$ cat src/rtl/dma_perf_timer.sv
// Multi-channel cycle timer for DMA transfers: start/stop strobes per channel,
// optional timeout, result held until the next start.
//
// state  | meaning
// -------+------------------------------------------------------------
// S_IDLE | no measurement; counter 0 after reset/clear
// S_RUN  | counting cycles since start
// S_DONE | stopped by ch_stop; counter holds the measured cycles
// S_TOUT | timeout limit reached; counter holds the limit
module dma_perf_timer #(
    parameter int          NUM_CH  = 4,
    parameter int          WIDTH   = 32,
    parameter int unsigned TIMEOUT = 100,
    parameter bit          RESTART = 1'b0
) (
    input  logic                    clk,
    input  logic                    rst_n,
    input  logic                    clr,
    input  logic [NUM_CH-1:0]       ch_start,
    input  logic [NUM_CH-1:0]       ch_stop,
    output logic [NUM_CH-1:0]       ch_busy,
    output logic [NUM_CH-1:0]       ch_done,
    output logic [NUM_CH-1:0]       ch_timeout,
    output logic [NUM_CH*WIDTH-1:0] ch_cycles,
    output logic                    all_done
);

    typedef enum logic [1:0] {
        S_IDLE = 2'd0,
        S_RUN  = 2'd1,
        S_DONE = 2'd2,
        S_TOUT = 2'd3
    } state_t;

    // A limit beyond the counter range is clamped to the largest count.
    localparam longint unsigned MAX_VAL = (64'd1 << WIDTH) - 64'd1;
    localparam longint unsigned TO_VAL  = 64'(TIMEOUT);
    localparam longint unsigned LIM_VAL = (TO_VAL > MAX_VAL) ? MAX_VAL : TO_VAL;
    localparam logic [WIDTH-1:0] LIMIT   = LIM_VAL[WIDTH-1:0];
    localparam logic [WIDTH-1:0] CNT_MAX = '1;

    state_t           r_state     [NUM_CH];
    logic [WIDTH-1:0] r_cnt       [NUM_CH];
    state_t           w_state_nxt [NUM_CH];
    logic [WIDTH-1:0] w_cnt_nxt   [NUM_CH];
    logic [WIDTH-1:0] w_cnt_inc   [NUM_CH];
    logic [NUM_CH-1:0] w_fin;

    always_ff @(posedge clk) begin
        if (!rst_n || clr) begin
            for (int i = 0; i < NUM_CH; i++) begin
                r_state[i] <= S_IDLE;
                r_cnt[i]   <= '0;
            end
        end else begin
            for (int i = 0; i < NUM_CH; i++) begin
                r_state[i] <= w_state_nxt[i];
                r_cnt[i]   <= w_cnt_nxt[i];
            end
        end
    end

    always_comb begin
        for (int i = 0; i < NUM_CH; i++) begin
            w_state_nxt[i] = r_state[i];
            w_cnt_nxt[i]   = r_cnt[i];
            // Saturating increment; only reachable at the top when timeout is off.
            w_cnt_inc[i]   = (r_cnt[i] == CNT_MAX) ? r_cnt[i] : r_cnt[i] + 1'b1;
            case (r_state[i])
                S_IDLE: begin
                    if (ch_start[i]) begin
                        w_state_nxt[i] = S_RUN;
                        w_cnt_nxt[i]   = '0;
                    end
                end
                S_RUN: begin
                    if (RESTART && ch_start[i]) begin
                        w_cnt_nxt[i] = '0;
                    end else if (ch_stop[i]) begin
                        w_state_nxt[i] = S_DONE;
                        w_cnt_nxt[i]   = w_cnt_inc[i];
                    end else if ((TIMEOUT != 0) && (w_cnt_inc[i] == LIMIT)) begin
                        w_state_nxt[i] = S_TOUT;
                        w_cnt_nxt[i]   = LIMIT;
                    end else begin
                        w_cnt_nxt[i] = w_cnt_inc[i];
                    end
                end
                S_DONE, S_TOUT: begin
                    if (ch_start[i]) begin
                        w_state_nxt[i] = S_RUN;
                        w_cnt_nxt[i]   = '0;
                    end
                end
                default: begin
                    w_state_nxt[i] = S_IDLE;
                    w_cnt_nxt[i]   = '0;
                end
            endcase
        end
    end

    always_comb begin
        ch_busy    = '0;
        ch_done    = '0;
        ch_timeout = '0;
        ch_cycles  = '0;
        w_fin      = '0;
        for (int i = 0; i < NUM_CH; i++) begin
            ch_busy[i]                 = (r_state[i] == S_RUN);
            ch_done[i]                 = (r_state[i] == S_DONE);
            ch_timeout[i]              = (r_state[i] == S_TOUT);
            ch_cycles[i*WIDTH +: WIDTH] = r_cnt[i];
            w_fin[i]                   = (r_state[i] == S_DONE) || (r_state[i] == S_TOUT);
        end
        all_done = &w_fin;
    end

endmodule

$ cat config.mk
export PLATFORM = sky130hd
export DESIGN_NAME = dma_perf_timer
export DESIGN_NICKNAME = d
export VERILOG_FILES = /design/src/rtl/dma_perf_timer.sv
export SDC_FILE = /design/constraint.sdc
export NUM_CORES = 1
export LEC_CHECK = 0
export BUFFER_PORTS_ARGS = -buffer_cell sky130_fd_sc_hd__buf_2
export CAP_MARGIN = 10
export CORE_MARGIN = 1
export CORE_UTILIZATION = 48
export DETAILED_ROUTE_END_ITERATION = 7
export PLACE_DENSITY = 0.72
export SLEW_MARGIN = 5
export SYNTH_ARGS = -nofsm -noshare
export SYNTH_HDL_FRONTEND = slang
export SYNTH_SLANG_ARGS = --single-unit
$ cat constraint.sdc
create_clock -name clk -period 3.22 [get_ports clk]
set_input_delay 0.322 -clock clk [delete_from_list [all_inputs] [get_ports clk]]
set_output_delay 0.322 -clock clk [all_outputs]
set_load 0.05 [all_outputs]
==> flow_summary_export.csv, run 1 <==
group,metric,value,unit
sta,min_period,3.38,ns
placement,port_buffers,151,
clocking,clk_latency,0.43,ns
synth,yosysSeqAreaShare,27.8,%
status,violations,"negative setup slack",
setup_path,cpMostUsedCell,"nand4_1",
die,io_pins,152,
setup_path,cp_cell_sequence,"ha_4 -> nand4_1 -> or3_4 -> nor3_4 -> buf_6 -> nor3_2 -> o31ai_2 -> nand4_1 -> nor4b_2 -> buf_4 -> nor2_4 -> buf_12 -> a31oi_2 -> a31oi_1",
finish,nFillCells,1484,
finish,final_common_cell,"buf_4",
setup_path,critPathBufInv,3,
clocking,cts_hold_buffers,0,
synth,netlist_area,9810,um2
setup_path,endpoint_kind,"register",
route,ant_nets,0,
sta,post-route-period-util,105,%
synth,synth_edf_count,0,
global_route,met2_usage,57.7,%
setup_path,startpoint_type,"register",
synth,synth-seq-cells,136,
global_route,grt_start_max_net_pins,31,
clocking,cts_tree,"built",
placement,globalplace.congestion,1.03,
clocking,clk_pin_slew,0.06,ns
sta,rsz0062_at_grt,"yes",
setup_path,worstPathRequired,3.50,ns
power,power.leakage,6.13,nW
hold_path,min_path_type,"primary input to register",
global_route,grt_use_total,36.5,%
global_route,grt_pass1_wl,62500,um
finish,antenna_cells,0,
setup_path,crit_cells,14,
route,drtPass1Iterations,6,
synth,ys_types,75,
status,run_status,"finished with violations",
global_route,busiest_layer,"met2",
sta,finalHoldViolCount,0,
sta,max_clock_freq,296,MHz
finish,fin_util,76.7,%
die,start_util,49.7,%
sta,finClkSkew,0.0101,ns
placement,dp_hpwl,29400,um
sta,finalWorstSetupSlack,-0.157,ns
die,core,19700,um2
setup_path,critPathSlowestCell,"or3_4",
global_route,gr-usage-met1,49.5,%
setup_path,crit_path_max_incr_delay,0.43,ns
power,p_per_area,252,nW/um2
finish,final_cell_mix,"347 x buf_4, 156 x nand2_1, 151 x buf_2",
route,wl_per_cell,19.8,um
clocking,cts_root_buffer,"clkbuf_16",
sta,finalSetupViolCount,34,
sta,slew_violations,0,
clocking,h-tree-depth,4,
synth,syn_avg_cell_area,7.02,um2
hold_path,hold_depth,2,
die,num_rows,51,
sta,hold-worst-slack,0.136,ns
power,peakVddDrop,419,uV
finish,multi_input_area,7530,um2
synth,synth_ff_type,"dfxtp_1",
setup_path,worstPathMaxFanout,8,
setup_path,r2r_cells,14,
synth,synthCells,1397,
placement,dp_slack,-0.333,ns
global_route,antenna_found_initial,0,
sta,setup-tns-final,-2.44,ns
route,routed_wl,41800,um
sta,worst_slew_pin_slew,0.880,ns
clocking,clockBufferDepth,2,
route,drc_errors,0,
route,avgViaCountPerCell,6.36,
die,die_width,145,um
setup_path,crit_family,"simple AND/OR/NAND/NOR gates",
sta,slew-limit-headroom,41.4,%
setup_path,worstPathArrival,3.66,ns
synth,async_reset_ff_share,0,%
synth,yosys_warnings,0,
clocking,clkSinkCount,136,
placement,dpl.cell_count,2043,
die,dieArea,21000,um2
finish,final_cells,2112,
route,vias,13437,
setup_path,path_class,"register to register",
synth,syn_nets,1412,
finish,register_area,2950,um2
finish,finalNetCount,1849,
finish,drive_gt1_share,44.4,%
global_route,gr-total-overflow,0,
global_route,use_met3,6.07,%
die,die_h,145,um
job,cap_violations,0,
route,drt_iter0_drc,1592,
global_route,grt_pass1_vias,11968,
clocking,cts_buffers,17,
finish,syn2layout_area_growth,54.2,%
## final cells by class
class | instances | share of cell area (%)
clock buffers | 23 | 3.37
clock inverters | 9 | 0.397
inverters | 27 | 0.670
multi-input cells | 1133 | 49.8
flip-flops and latches | 136 | 19.5
well taps | 265 | 2.19
repair buffers | 519 | 24.1
## path summary, 6_finish.rpt
check,to,slack (ns),start
worst max register to register,r_cnt[3][8]$_SDFFE_PP0P_,-0.16,r_cnt[3][0]$_SDFFE_PP0P_
worst min-delay path,r_state[0][0]$_SDFFE_PP0P_,0.14,ch_stop[0]
worst min register to register,r_cnt[3][21]$_SDFFE_PP0P_,0.48,r_cnt[3][21]$_SDFFE_PP0P_
worst max-delay path,r_cnt[3][8]$_SDFFE_PP0P_,-0.16,r_cnt[3][0]$_SDFFE_PP0P_
## worst register-to-register path, cell delays in order, from the launching register on
cell	delay (ns)
dfxtp_4	0.36
ha_4	0.13
nand4_1	0.17
or3_4	0.43
nor3_4	0.27
buf_6	0.16
nor3_2	0.06
o31ai_2	0.40
nand4_1	0.20
nor4b_2	0.36
buf_4	0.18
nor2_4	0.07
buf_12	0.19
a31oi_2	0.19
a31oi_1	0.06
## through the flow
step | total power, mW | cell area (um2)
floorplan | 1.82 | 10500
global placement | 1.89 | 13500
detailed placement | 1.89 | 13500
CTS | 3.80 | 14300
global route | 3.91 | 15100
finish | 3.81 | 15100
## flip-flops by register name (all words and copies together) (netlist names)
register,count
r_cnt,128
r_state,8
## per-layer routing
metal | vias to the layer above | share of wire, % | routed length, um
li1 | 6122 | - | -
met1 | 6280 | 41 | 17200
met2 | 873 | 45 | 18600
met3 | 162 | 10 | 4290
met4 | 0 | 3.8 | 1600
met5 | - | 0 | 0
## timing repair
| action | 4_1_cts | 5_1_grt |
|---|---|---|
| buffers inserted | 17 | 19 |
| pin swaps | 15 | 57 |
| setup endpoints to repair | 44 | 79 |
| gates cloned | 1 | 5 |
| resized for setup | 35 | 136 |
## synth_stat cells, types with 10 or more instances
| master | number | area share, % |
|---|---|---|
| nand2_1 | 159 | 6.1 |
| dfxtp_1 | 136 | 28 |
| nor2_1 | 124 | 4.7 |
| a21oi_1 | 107 | 5.5 |
| nand3_1 | 97 | 4.9 |
| o21ai_0 | 92 | 4.7 |
| clkbuf_1 | 76 | 2.9 |
| nor3_1 | 64 | 3.3 |
| nand4_1 | 52 | 3.3 |
| a31oi_1 | 47 | 3.0 |
| nor4_1 | 33 | 2.1 |
| and3_1 | 29 | 1.8 |
| xnor2_1 | 28 | 2.5 |
| inv_1 | 24 | 0.92 |
| xor2_1 | 24 | 2.1 |
| or3_1 | 22 | 1.4 |
| and4_1 | 21 | 1.9 |
| or4_1 | 21 | 1.6 |
| a211oi_1 | 16 | 1.2 |
| buf_2 | 16 | 0.82 |
| a311oi_1 | 15 | 1.3 |
| nand2b_1 | 15 | 0.96 |
| and2_1 | 14 | 0.89 |
| mux2i_1 | 12 | 1.2 |
| o31ai_1 | 12 | 0.92 |
| a21o_1 | 10 | 0.77 |
## report_power, final
group,internal (mW),switching (mW)
logic,0.0673,0.160
clock network,1.12,0.804
registers,1.65,0.00593
total,2.84,0.970
## logic make-up after synthesis
family	count (synthesis)	synth area share, %
xor gates and xnor gates	52	4.64
muxes	14	1.45
and+or+nand+nor	692	36.5
adders and majority gates	4	0.510
DFF	136	27.8
AOI/OAI and AO/OA	368	23.6
buffers and inverters	131	5.54
No activity file was read; power rests on OpenSTA's default activity.
==> run 2, diff against run 1 <==
PLACE_DENSITY = 0.73   (was 0.72)
==> run 2 against run 1 <==
  * The flow still finishes with violations (negative setup slack)
  * Flip-flop and latch count did not move
  * First-iteration DRC count fell by 2.3%
  * Largest cell class unchanged
  * Via count rose by 2.2%
  * Core utilization fell by 0.12 points
  * Die area did not move
  * Sequential power barely moved
==> flow_summary_export.csv, run 2 (same netlist as run 1, synthesis figures left out) <==
group,metric,value,unit
status,run_status,"finished with violations",
status,violations,"negative setup slack",
power,p_int,3.07,mW
finish,fin_area,15100,um2
power,p_per_area,267,nW/um2
placement,dp_slack,-0.138,ns
setup_path,critPathSlowestCell,"or4_4",
placement,port_buffers,151,
finish,final_common_cell,"buf_4",
global_route,antenna_found_initial,0,
placement,place_area,13300,um2
finish,largest_reg_flops,128,
finish,largest-register,"r_cnt",
sta,rsz0062_at_grt,"yes",
job,cap_violations,0,
finish,final_cell_mix,"343 x buf_4, 151 x buf_2, 150 x nand2_1",
setup_path,r2r_cells,15,
setup_path,worstPathArrival,3.63,ns
clocking,clk_pin_slew,0.06,ns
finish,top_regs,"r_cnt (128), r_state (8)",
die,num_rows,51,
sta,min_period,3.31,ns
clocking,cts_buffers,17,
route,routed_wl,42900,um
global_route,gr-total-overflow,0,
sta,finalWorstSetupSlack,-0.0857,ns
setup_path,crit_cells,15,
power,power,4.04,mW
die,die_h,145,um
clocking,cts_root_buffer,"clkbuf_16",
sta,finClkSkew,0.0162,ns
finish,nFillCells,1450,
global_route,grt_pass1_vias,12303,
setup_path,worstPathMaxFanout,10,
sta,post-route-period-util,103,%
hold_path,hold_depth,2,
power,swShare,23.9,%
sta,worst_slew_pin_slew,0.957,ns
placement,globalplace.congestion,0.996,
power,peakVddDrop,398,uV
clocking,clkSinkCount,136,
hold_path,min_path_type,"primary input to register",
sta,finalSetupViolCount,29,
die,core,19700,um2
finish,antenna_cells,0,
finish,finalNetCount,1845,
power,p_seq_share,41.1,%
clocking,h-tree-depth,4,
route,wl_per_cell,20.3,um
setup_path,crit_path_max_incr_delay,0.44,ns
power,pwr-share-clk,53.1,%
placement,dpl.cell_count,2026,
route,avgViaCountPerCell,6.51,
placement,dp_hpwl,29500,um
sta,setup-tns-final,-0.916,ns
clocking,cts_hold_buffers,0,
route,ant_nets,0,
sta,max_clock_freq,303,MHz
setup_path,path_class,"register to register",
setup_path,cpMostUsedCell,"buf_4",
clocking,clk_latency,0.44,ns
setup_path,endpoint_kind,"register",
sta,finalHoldViolCount,0,
finish,syn2layout_area_growth,54.0,%
finish,drive_gt1_share,44.0,%
power,switchingPower,0.964,mW
global_route,grt_start_max_net_pins,34,
die,io_pins,152,
sta,slew-limit-headroom,36.2,%
finish,final_cells,2108,
route,drc_errors,0,
clocking,clockBufferDepth,2,
die,dieArea,21000,um2
route,vias,13728,
die,die_width,145,um
global_route,grt_pass1_wl,63700,um
power,power.leakage,6.06,nW
setup_path,cp_cell_sequence,"nand4_1 -> buf_4 -> nor4_4 -> buf_4 -> a211oi_4 -> xnor2_1 -> buf_4 -> nand4_1 -> or4_4 -> o41ai_2 -> buf_4 -> nand2b_4 -> buf_12 -> nor3_2 -> a211o_1",
setup_path,startpoint_type,"register",
global_route,grt_use_total,37.5,%
die,start_util,49.7,%
power,comb_power_share,5.8,%
setup_path,critPathBufInv,5,
setup_path,crit_family,"simple AND/OR/NAND/NOR gates",
route,drt_iter0_drc,1555,
sta,slew_violations,0,
clocking,cts_tree,"built",
setup_path,worstPathRequired,3.55,ns
route,drtPass1Iterations,6,
[run 2: worst paths after layout]
path                              from                         end  slack [ns]
min reg2reg  r_cnt[3][21]$_SDFFE_PP0P_   r_cnt[3][21]$_SDFFE_PP0P_        0.47
max           r_cnt[2][7]$_SDFFE_PP0P_   r_cnt[2][14]$_SDFFE_PP0P_       -0.09
max reg2reg   r_cnt[2][7]$_SDFFE_PP0P_   r_cnt[2][14]$_SDFFE_PP0P_       -0.09
min                         ch_stop[1]  r_state[1][0]$_SDFFE_PP0P_        0.12
[run 2: final cells by class]
cell class,instances,area [um2],share of cell area [%]
Clock buffer,23,478,3.16
Multi-Input combinational cell,1133,7440,49.3
Sequential cell,136,2950,19.5
Inverter,27,101,0.671
Tap cell,265,332,2.20
Clock inverter,9,146,0.969
Timing Repair Buffer,515,3660,24.2
[run 2: per-stage QoR]
stage,utilization (%),hold WS [ns]
after floorplan,-,0.412
after global placement,67.7,0.462
after detailed placement,67.7,0.477
after CTS,72.3,0.116
after global routing,76.6,0.127
final,76.6,0.125
[run 2: metal layers]
metal | global-route usage (%) | wire, um | vias up
li1 | - | - | 6130
met1 | 49.4 | 16700 | 6407
met2 | 58.8 | 19500 | 998
met3 | 6.95 | 4810 | 193
met4 | 18.2 | 1890 | 0
met5 | 0 | 0 | -
[run 2: timing repair]
| action | in CTS | in global routing |
|---|---|---|
| pin swaps | 19 | 72 |
| cloned | 2 | 4 |
| setup endpoints to repair | 50 | 79 |
| setup buffers | 18 | 27 |
| resized for setup | 31 | 140 |
[run 2: power by group through the flow]
stage               clock (mW)  sequential [mW]  combinational (mW)
CTS                       2.16             1.66               0.198
global route              2.22             1.66               0.246
finish                    2.14             1.66               0.234
detailed placement           0             1.70               0.192
floorplan                    0             1.70               0.114
global placement             0             1.70               0.190
